==> src/rtl/mlp_seq_regressor_if.sv <==
// Stream interface for the sequential MLP regressor: feature vector in, result out.
// Latency: none, wires only.
// Backpressure: valid/ready on both sides; master drives in_*/out_ready, slave drives the rest.
interface mlp_seq_regressor_if #(
  parameter int IN_BITS = 16,
  parameter int OUT_W   = 18
);
  logic               in_valid;
  logic               in_ready;
  logic [IN_BITS-1:0] in_data;
  logic               out_valid;
  logic               out_ready;
  logic [OUT_W-1:0]   out_data;
  logic               busy;

  modport master (
    output in_valid, in_data, out_ready,
    input  in_ready, out_valid, out_data, busy
  );

  modport slave (
    input  in_valid, in_data, out_ready,
    output in_ready, out_valid, out_data, busy
  );
endinterface

==> src/rtl/mlp_seq_regressor.sv <==
// One-hidden-layer ReLU MLP regressor evaluated on a single shared MAC.
// Latency: out_valid rises N_HID*(N_IN+1) edges after the acceptance edge.
// Backpressure: accepts only when idle; result is held until out_ready, then returns to idle.
module mlp_seq_regressor #(
  parameter int N_IN  = 4,
  parameter int IN_W  = 4,
  parameter int N_HID = 3,
  parameter int W_W   = 8,
  parameter int B_W   = 16,
  parameter int ACC_W = 20,
  parameter int ACT_W = 11,
  parameter int OUT_W = 18,
  parameter bit SAT   = 1'b1,
  parameter logic [N_HID*N_IN*W_W-1:0] W0 = 96'h181CE9E9_B8B74848_C0C04040,
  parameter logic [N_HID*B_W-1:0]      B0 = 48'h004B_FED6_FFF9,
  parameter logic [N_HID*W_W-1:0]      W1 = 24'hF844B4,
  parameter logic [B_W-1:0]            B1 = 16'h4CD2
) (
  input  logic clk,
  input  logic rst,
  mlp_seq_regressor_if.slave io
);

  localparam int HW = (N_HID > 1) ? $clog2(N_HID) : 1;
  localparam int IW = (N_IN > 1) ? $clog2(N_IN) : 1;
  localparam logic signed [ACC_W-1:0] ACT_MAX = ACC_W'((64'd1 << ACT_W) - 64'd1);
  localparam logic signed [ACC_W-1:0] OUT_MAX = ACC_W'((64'd1 << OUT_W) - 64'd1);

  typedef enum logic [1:0] {IDLE, L0, L1, DONE} state_t;

  state_t                   state;
  state_t                   state_nxt;
  logic [N_IN*IN_W-1:0]     feat;
  logic signed [ACC_W-1:0]  acc;
  logic signed [ACC_W-1:0]  w_ext;
  logic signed [ACC_W-1:0]  x_ext;
  logic signed [ACC_W-1:0]  prod;
  logic signed [ACC_W-1:0]  sum;
  logic signed [ACC_W-1:0]  b_nxt;
  logic [ACT_W-1:0]         act [N_HID];
  logic [ACT_W-1:0]         act_cur;
  logic [ACT_W-1:0]         act_relu;
  logic [OUT_W-1:0]         out_relu;
  logic [OUT_W-1:0]         out_q;
  logic [HW-1:0]            h_idx;
  logic [IW-1:0]            i_idx;
  logic                     h_last;
  logic                     i_last;
  int                       b_idx;

  // State register
  always_ff @(posedge clk) begin
    if (rst) state <= IDLE;
    else     state <= state_nxt;
  end

  // Next-state decode and handshake outputs
  always_comb begin
    state_nxt    = state;
    io.in_ready  = 1'b0;
    io.busy      = 1'b0;
    io.out_valid = 1'b0;
    case (state)
      IDLE: begin
        io.in_ready = 1'b1;
        if (io.in_valid) state_nxt = L0;
      end
      L0: begin
        io.busy = 1'b1;
        if (i_last && h_last) state_nxt = L1;
      end
      L1: begin
        io.busy = 1'b1;
        if (h_last) state_nxt = DONE;
      end
      DONE: begin
        io.out_valid = 1'b1;
        if (io.out_ready) state_nxt = IDLE;
      end
      default: state_nxt = IDLE;
    endcase
  end

  assign io.out_data = out_q;

  // Shared MAC operand selection, accumulation, next bias and ReLU clamps
  always_comb begin
    h_last  = (int'(h_idx) == N_HID - 1);
    i_last  = (int'(i_idx) == N_IN - 1);
    act_cur = act[h_idx];
    w_ext   = '0;
    x_ext   = '0;
    if (state == L1) begin
      w_ext = ACC_W'($signed(W1[int'(h_idx)*W_W +: W_W]));
      x_ext = ACC_W'(act_cur);
    end else begin
      w_ext = ACC_W'($signed(W0[(int'(h_idx)*N_IN + int'(i_idx))*W_W +: W_W]));
      x_ext = ACC_W'(feat[int'(i_idx)*IN_W +: IN_W]);
    end
    prod  = w_ext * x_ext;
    sum   = acc + prod;
    // Guard the index so the final neuron never selects past the bias vector
    b_idx = h_last ? 0 : int'(h_idx) + 1;
    b_nxt = h_last ? ACC_W'($signed(B1)) : ACC_W'($signed(B0[b_idx*B_W +: B_W]));
    if (sum < 0)             act_relu = '0;
    else if (sum > ACT_MAX)  act_relu = SAT ? '1 : sum[ACT_W-1:0];
    else                     act_relu = sum[ACT_W-1:0];
    if (sum < 0)             out_relu = '0;
    else if (sum > OUT_MAX)  out_relu = SAT ? '1 : sum[OUT_W-1:0];
    else                     out_relu = sum[OUT_W-1:0];
  end

  // Datapath: feature capture, accumulator, activations, indices and result register
  always_ff @(posedge clk) begin
    if (rst) begin
      feat  <= '0;
      acc   <= '0;
      h_idx <= '0;
      i_idx <= '0;
      out_q <= '0;
      for (int k = 0; k < N_HID; k++) act[k] <= '0;
    end else begin
      case (state)
        IDLE: begin
          if (io.in_valid) begin
            feat  <= io.in_data;
            acc   <= ACC_W'($signed(B0[B_W-1:0]));
            h_idx <= '0;
            i_idx <= '0;
          end
        end
        L0: begin
          if (i_last) begin
            act[h_idx] <= act_relu;
            acc        <= b_nxt;
            i_idx      <= '0;
            h_idx      <= h_last ? '0 : h_idx + 1'b1;
          end else begin
            acc   <= sum;
            i_idx <= i_idx + 1'b1;
          end
        end
        L1: begin
          acc <= sum;
          if (h_last) begin
            out_q <= out_relu;
            h_idx <= '0;
          end else begin
            h_idx <= h_idx + 1'b1;
          end
        end
        default: ;
      endcase
    end
  end

endmodule

==> src/flat_wrapper.sv <==
// flat-port wrapper written by rule: the top's interface ports become plain ports
module mlp_seq_regressor_flat 
#(
  parameter int N_IN  = 4,
  parameter int IN_W  = 4,
  parameter int N_HID = 3,
  parameter int W_W   = 8,
  parameter int B_W   = 16,
  parameter int ACC_W = 20,
  parameter int ACT_W = 11,
  parameter int OUT_W = 18,
  parameter bit SAT   = 1'b1,
  parameter logic [N_HID*N_IN*W_W-1:0] W0 = 96'h181CE9E9_B8B74848_C0C04040,
  parameter logic [N_HID*B_W-1:0]      B0 = 48'h004B_FED6_FFF9,
  parameter logic [N_HID*W_W-1:0]      W1 = 24'hF844B4,
  parameter logic [B_W-1:0]            B1 = 16'h4CD2
)
  (clk, rst, io_in_valid, io_in_data, io_out_ready, io_in_ready, io_out_valid, io_out_data, io_busy);
  mlp_seq_regressor_if #(.IN_BITS(16), .OUT_W(OUT_W)) io_i ();
  input  logic clk;
  input  logic rst;
  input wire logic [$bits(io_i.in_valid)-1:0] io_in_valid;
  input wire logic [$bits(io_i.in_data)-1:0] io_in_data;
  input wire logic [$bits(io_i.out_ready)-1:0] io_out_ready;
  output wire logic [$bits(io_i.in_ready)-1:0] io_in_ready;
  output wire logic [$bits(io_i.out_valid)-1:0] io_out_valid;
  output wire logic [$bits(io_i.out_data)-1:0] io_out_data;
  output wire logic [$bits(io_i.busy)-1:0] io_busy;
  assign io_i.in_valid = io_in_valid;
  assign io_i.in_data = io_in_data;
  assign io_i.out_ready = io_out_ready;
  assign io_in_ready = io_i.in_ready;
  assign io_out_valid = io_i.out_valid;
  assign io_out_data = io_i.out_data;
  assign io_busy = io_i.busy;
  mlp_seq_regressor #(.N_IN(N_IN), .IN_W(IN_W), .N_HID(N_HID), .W_W(W_W), .B_W(B_W), .ACC_W(ACC_W), .ACT_W(ACT_W), .OUT_W(OUT_W), .SAT(SAT), .W0(W0), .B0(B0), .W1(W1), .B1(B1)) u_core (.clk(clk), .rst(rst), .io(io_i));
endmodule
==> config.mk <==
export PLATFORM = sky130hd
export DESIGN_NAME = mlp_seq_regressor_flat
export DESIGN_NICKNAME = d
export VERILOG_FILES = /design/src/rtl/mlp_seq_regressor_if.sv /design/src/rtl/mlp_seq_regressor.sv /design/src/flat_wrapper.sv
export SDC_FILE = /design/constraint.sdc
export NUM_CORES = 1
export LEC_CHECK = 0
export ABC_AREA = 1
export ABC_CLOCK_PERIOD_IN_PS = 7250
export CORE_ASPECT_RATIO = 1.25
export CORE_UTILIZATION = 50
export DETAILED_ROUTE_END_ITERATION = 8
export GPL_TIMING_DRIVEN = 0
export PLACE_DENSITY = 0.67
export RECOVER_POWER = 25
export SLEW_MARGIN = 20
export SYNTH_ARGS = -nofsm -noshare
export SYNTH_HDL_FRONTEND = slang
export SYNTH_SLANG_ARGS = --single-unit
==> constraint.sdc <==
create_clock -name clk -period 7.25 [get_ports clk]
set_input_delay 1.45 -clock clk [delete_from_list [all_inputs] [get_ports clk]]
set_output_delay 1.45 -clock clk [all_outputs]
set_load 0.03 [all_outputs]
==> results.tsv, run 1 <==
stage	metric	value	unit
layout	nNetsFinal	1463	
sta	holdWs	0.466	ns
yosys	yosysWarningCount	0	
critical_path	cpMostUsedCell	inv_1	
drt	detail_route.wl_per_cell	15.5	µm
critical_path	r2r_slack	0.37	ns
grt	grt_pass1_wl	38.7	mm
sta	setup_viol	0	
layout	drive_above_1_share	0.0925	
yosys	syn_area	9700	µm²
floorplanning	ioPinCount	41	
clocking	cts_buffers	9	
yosys	synth-edff-count	44	
drt	vias	7841	
floorplanning	design.die.area	20000	µm²
sta	clock.fmax	0.145	GHz
sta	hold_violations	0	
critical_path	cp-end-kind	register	
drt	drtIter0Drc	475	
critical_path	path_max_fanout	11	
clocking	tritoncts	yes	
yosys	synthCells	1194	
floorplanning	start_util	0.513	
layout	area_growth	13.0	%
drt	vias_per_cell	5.20	
layout	ff_latch_area	2570	µm²
critical_path	crit_required	7.35	ns
place	io_buffers	40	
drt	drt_wl_total	23.3	mm
drt	drc	0	
floorplanning	core_area	18900	µm²
clocking	clk_pin_slew_worst_paths	0.09	ns
grt	grt_overflow	0	
critical_path	crit_slowest_cell	fa_2	
yosys	async_reset_ff_frac	0	
grt	track_usage	0.252	
layout	multi_input_area	6090	µm²
yosys	yosysSeqAreaShare	0.264	
layout	n_antenna_cell	0	
drt	drt_first_pass_iters	5	
clocking	ctsHoldBuffers	0	
floorplanning	num_rows	56	
yosys	yosysUniqueCellTypes	46	
sta	period_needed	6.88	ns
sta	finalCritPeriodShare	0.949	
grt	grt_pass1_vias	7744	
sta	worst_pin_slew	1.30	ns
outcome	outcome	completed	
grt	grt_max_degree	23	
clocking	clock_sinks	106	
sta	relSlewSlack	0.132	
layout	fin_util	0.580	
layout	fillers	1748	
floorplanning	fp.dieH	158	µm
yosys	synth_seq_cells	106	
grt	antenna_found_initial	0	
floorplanning	die_width	127	µm
place	place.gp.congestion	0.904	
clocking	htreeDepth	3	
min_path	hold_path.class	reg -> reg	
clocking	clkLatencyLatePin	0.37	ns
clocking	clk_path_buf_depth	2	
run	maxCapViolCount	0	
sta	finalMaxSlewViolations	0	
critical_path	slowest_delay	0.59	ns
critical_path	path_class	reg -> reg	
clocking	cts_root_buf	clkbuf_16	
place	hpwl	19.3	mm
yosys	synth_ff_type	dfxtp_1	
yosys	syn_area_per_cell	8.13	µm²
drt	antenna_left	0	
sta	fin_skew	0.0141	ns
critical_path	cp-start-kind	register	
critical_path	cp.arrival	6.99	ns
through the flow:
stage	setup WS [ns]	cells	instance area (µm²)	setup TNS [ns]
after global routing	-0.00251	1507	11000	-0.00251
after detailed placement	-0.954	1479	10500	-49.77
after global placement	-0.875	1478	10400	-44.39
after floorplan	0.462	1206	9750	0
final	0.366	1507	11000	0
after CTS	0.0460	1500	10900	0
synthesized netlist by cell type (2+ instances only):
cell	count	share of area
inv_1	264	0.10
nor2_1	167	0.065
conb_1	2	0.00077
nand2_1	177	0.068
o21ai_0	63	0.032
edfxtp_1	44	0.14
nor3_1	5	0.0026
o221a_2	2	0.0023
nand2_2	15	0.0097
nand3_1	40	0.021
a221oi_1	3	0.0027
clkbuf_1	22	0.0085
mux2i_1	4	0.0041
dfxtp_1	62	0.13
o221ai_1	7	0.0063
ha_1	66	0.085
buf_2	3	0.0015
a21oi_2	12	0.011
nor2_2	2	0.0013
xnor2_1	7	0.0063
a31oi_1	4	0.0026
nand3_2	15	0.015
xor2_1	8	0.0072
o211ai_1	6	0.0046
o21ai_1	2	0.0010
fa_1	107	0.22
buf_4	5	0.0039
o22ai_1	9	0.0058
or2_2	2	0.0013
a21oi_1	38	0.020
o2111ai_1	2	0.0018
nand4_1	15	0.0097
cells in the final DEF, fill, tap and decap left out, types with 4 or more instances in the layout:
cell,netlist,routed
inv_1,264,262
nand2_1,177,176
nor2_1,167,161
fa_1,107,103
o21ai_0,63,63
ha_1,66,63
dfxtp_1,62,60
edfxtp_1,44,44
nand3_1,40,40
a21oi_1,38,36
clkdlybuf4s50_1,0,20
dlygate4sd3_1,0,20
clkbuf_1,22,17
buf_4,5,17
nand2_2,15,16
nand4_1,15,15
nand3_2,15,15
a21oi_2,12,14
conb_1,2,14
o22ai_1,9,9
clkbuf_16,0,9
xor2_1,8,8
o221ai_1,7,7
nor2_2,2,7
xnor2_1,7,7
o211ai_1,6,6
nor3_1,5,5
clkbuf_2,0,4
mux2i_1,4,4
fa_2,0,4
flip-flops by register name (all words and copies together), names as in the netlist, named ones only:
register            cells
u_core.h_idx            2
u_core.io.out_data     18
u_core.i_idx            2
u_core.act             44
u_core.acc             20
u_core.state            2
u_core.feat            16
routing by layer:
metal | vias to the layer above | share of wire | track usage
li1 | 3852 | - | -
met5 | - | 0 | 0
met4 | 0 | 0.026 | 0.0975
met3 | 40 | 0.044 | 0.0250
met2 | 192 | 0.49 | 0.426
met1 | 3757 | 0.44 | 0.334
cell families (layout without fill, tap and decap cells):
logic type      Yosys count  in the layout  synth area share
xor+xnor                 15             15            0.0135
other cells               2             14          0.000774
buf+inv                 299            368             0.121
compound gates          153            153            0.0943
fa+ha+maj               173            173             0.306
simple gates            442            442             0.197
mux                       4              4           0.00413
flops                   106            106             0.264
cell type report:
| class | instances | share of cell area |
|---|---|---|
| multi-input cells | 801 | 0.555 |
| flip-flops and latches | 106 | 0.234 |
| inverters | 266 | 0.0917 |
| repair buffers | 54 | 0.0476 |
| well taps | 232 | 0.0265 |
| clock buffers | 9 | 0.0205 |
| plain buffers | 32 | 0.0163 |
| clock inverters | 7 | 0.00810 |
timing repair:
| action | in CTS | in global routing |
|---|---|---|
| resized for setup | 13 | 26 |
| cloned | 0 | 0 |
| endpoints found under the setup margin | 69 | 59 |
| pin swaps | 3 | 6 |
| buffers inserted | 6 | 7 |
critical path, delay by kind of cell, from the launching register on:
kind | cells | cell delay, ns
flip-flops | 1 | 0.41
adder cells (fa/ha/maj) | 7 | 3.32
AND/OR/NAND/NOR | 13 | 1.74
buffers and inverters | 9 | 0.97
AO/OA/AOI/OAI | 1 | 0.18
path summary, 6_finish.rpt:
path                                            from                                 end  cells after the start
hold reg to reg   u_core.io.out_data[0]$_SDFFE_PP0P_  u_core.io.out_data[0]$_SDFFE_PP0P_                      2
setup / recovery        u_core.h_idx[0]$_SDFFE_PP0P_     u_core.act[0][10]$_SDFFCE_PN0P_                     30
setup reg to reg        u_core.h_idx[0]$_SDFFE_PP0P_     u_core.act[0][10]$_SDFFCE_PN0P_                     30
hold / removal    u_core.io.out_data[0]$_SDFFE_PP0P_  u_core.io.out_data[0]$_SDFFE_PP0P_                      2
Power of run 1 is left out: the tool's default activity adds up to more than one toggle a clock period on the data nets, which glitch-free logic cannot reach.
==> run 2, diff against run 1 <==
- GPL_ROUTABILITY_DRIVEN: default -> 0
==> results.tsv, run 2 (synthesized netlist as in run 1, its figures left out) <==
stage	metric	value	unit	change
critical_path	r2r-end	u_core.act[0][1]$_SDFFCE_PN0P_		was u_core.act[0][10]$_SDFFCE_PN0P_
drt	antenna_left	0		unchanged
drt	vias	7703		was 7841
critical_path	r2r_slack	0.41	ns	was 0.37 ns
min_path	hold_path.class	reg -> reg		unchanged
clocking	clock_sinks	106		unchanged
layout	fillers	1773		was 1748
place	dp_cells	1479		unchanged
layout	final_cell_mix	260 x inv_1, 174 x nand2_1, 162 x nor2_1, 103 x fa_1, 63 x o21ai_0		was 262 x inv_1, 176 x nand2_1, 161 x nor2_1, 103 x fa_1
critical_path	cp-start-kind	register		unchanged
floorplanning	die_width	127	µm	unchanged
layout	area_growth	13.2	%	was 13.0%
grt	grt_overflow	0		unchanged
clocking	ctsHoldBuffers	0		unchanged
grt	grt_pass1_wl	38.1	mm	was 38.7 mm
drt	drt_first_pass_iters	5		unchanged
min_path	worstHoldStart	u_core.io.out_data[0]$_SDFFE_PP0P_		unchanged
sta	clock.fmax	0.146	GHz	was 0.145 GHz
drt	drtIter0Drc	410		was 475
drt	drc	0		unchanged
critical_path	cp-end-kind	register		unchanged
place	post-place-ws	-0.949	ns	was -0.954 ns
floorplanning	ioPinCount	41		unchanged
place	hpwl	19.1	mm	was 19.3 mm
critical_path	r2r_cells	30		unchanged
floorplanning	core_area	18900	µm²	unchanged
floorplanning	design.die.area	20000	µm²	unchanged
sta	finalMaxSlewViolations	0		unchanged
critical_path	cp-endpoint	u_core.act[0][1]$_SDFFCE_PN0P_		was u_core.act[0][10]$_SDFFCE_PN0P_
sta	relSlewSlack	0.210		was 0.132
layout	nNetsFinal	1467		was 1463
sta	fin_skew	0.0145	ns	was 0.0141 ns
grt	track_usage	0.248		was 0.252
clocking	clk_path_buf_depth	2		unchanged
clocking	cts_buffers	9		unchanged
outcome	outcome	completed		unchanged
drt	vias_per_cell	5.10		was 5.20
critical_path	startpoint	u_core.h_idx[1]$_SDFFE_PP0P_		was u_core.h_idx[0]$_SDFFE_PP0P_
critical_path	cp.arrival	6.93	ns	was 6.99 ns
place	io_buffers	40		unchanged
clocking	clkLatencyLatePin	0.36	ns	was 0.37 ns
layout	final-instance-count-excl-fill	1511		was 1507
sta	setup_viol	0		unchanged
sta	period_needed	6.84	ns	was 6.88 ns
layout	largest_reg_flops	44		unchanged
clocking	htreeDepth	3		unchanged
sta	tns	0	ns	unchanged
drt	detail_route.wl_per_cell	15.3	µm	was 15.5 µm
grt	grt_pass1_vias	7714		was 7744
critical_path	r2r_start	u_core.h_idx[1]$_SDFFE_PP0P_		was u_core.h_idx[0]$_SDFFE_PP0P_
sta	finalCritPeriodShare	0.943		was 0.949
clocking	clk_pin_slew_worst_paths	0.08	ns	was 0.09 ns
floorplanning	fp.dieH	158	µm	unchanged
critical_path	path_class	reg -> reg		unchanged
critical_path	path_max_fanout	10		was 11
layout	layout_commonest_cell	inv_1		unchanged
drt	drt_wl_total	23.1	mm	was 23.3 mm
sta	worst_pin_slew	1.18	ns	was 1.30 ns
critical_path	crit_required	7.34	ns	was 7.35 ns
floorplanning	num_rows	56		unchanged
layout	max_flop_register	u_core.act		unchanged
layout	drive_above_1_share	0.0962		was 0.0925
clocking	cts_root_buf	clkbuf_16		unchanged
floorplanning	start_util	0.513		unchanged
critical_path	slowest_delay	0.59	ns	about the same
layout	n_antenna_cell	0		unchanged
critical_path	crit_slowest_cell	fa_2		unchanged
layout	ff_latch_area	2570	µm²	about the same
clocking	tritoncts	yes		unchanged
grt	grt_max_degree	20		was 23
run	maxCapViolCount	0		unchanged
sta	hold_violations	0		unchanged
sta	setup_ws	0.414	ns	was 0.366 ns
layout	multi_input_area	6100	µm²	was 6090 µm²
grt	antenna_found_initial	0		unchanged
## run 2: area by class of cell
type                            count  area share
Multi-Input combinational cell    801       0.555
Sequential cell                   106       0.234
Inverter                          266      0.0916
Timing Repair Buffer               57      0.0495
Tap cell                          232      0.0264
Clock buffer                       10      0.0217
Buffer                             33      0.0165
Clock inverter                      6     0.00512
## run 2: worst max-delay path: cells and delay by family (launching register included)
| kind | cells | cell delay, ns |
|---|---|---|
| adder cells (fa/ha/maj) | 7 | 3.30 |
| AND/OR/NAND/NOR | 14 | 1.87 |
| buffers and inverters | 8 | 0.80 |
| flip-flops | 1 | 0.43 |
| AO/OA/AOI/OAI | 1 | 0.14 |
## run 2: timing repair
item | in CTS | in global routing
pin swaps | 3 | 5
resized for setup | 10 | 31
buffers inserted | 5 | 11
endpoints found under the setup margin | 71 | 62
## run 2: how the worst min path moves through the flow
stage / to / slack, ns / depth (start not counted)
after floorplan: u_core.acc[2]$_SDFFE_PP0P_ / 0.45 / 2
after global placement: u_core.acc[2]$_SDFFE_PP0P_ / 0.45 / 2
after detailed placement: u_core.io.out_data[5]$_SDFFE_PP0P_ / 0.46 / 2
after CTS: u_core.io.out_data[0]$_SDFFE_PP0P_ / 0.47 / 2
after global routing: u_core.acc[2]$_SDFFE_PP0P_ / 0.49 / 2
final: u_core.io.out_data[0]$_SDFFE_PP0P_ / 0.46 / 2
## run 2: metrics by stage
step | instance area, µm² | hold slack [ns] | util
2_1_floorplan | 9750 | 0.445 | -
5_1_grt | 11000 | 0.488 | 0.581
3_3_place_gp | 10400 | 0.455 | 0.552
3_5_place_dp | 10500 | 0.459 | 0.553
6_report | 11000 | 0.464 | 0.581
4_1_cts | 10800 | 0.472 | 0.573
## run 2: layer usage
layer | part of all wire | global-route usage
met3 | 0.048 | 0.0341
met1 | 0.44 | 0.322
met5 | 0 | 0
met4 | 0.031 | 0.104
met2 | 0.48 | 0.417
Power of run 2 is left out for the same reason.
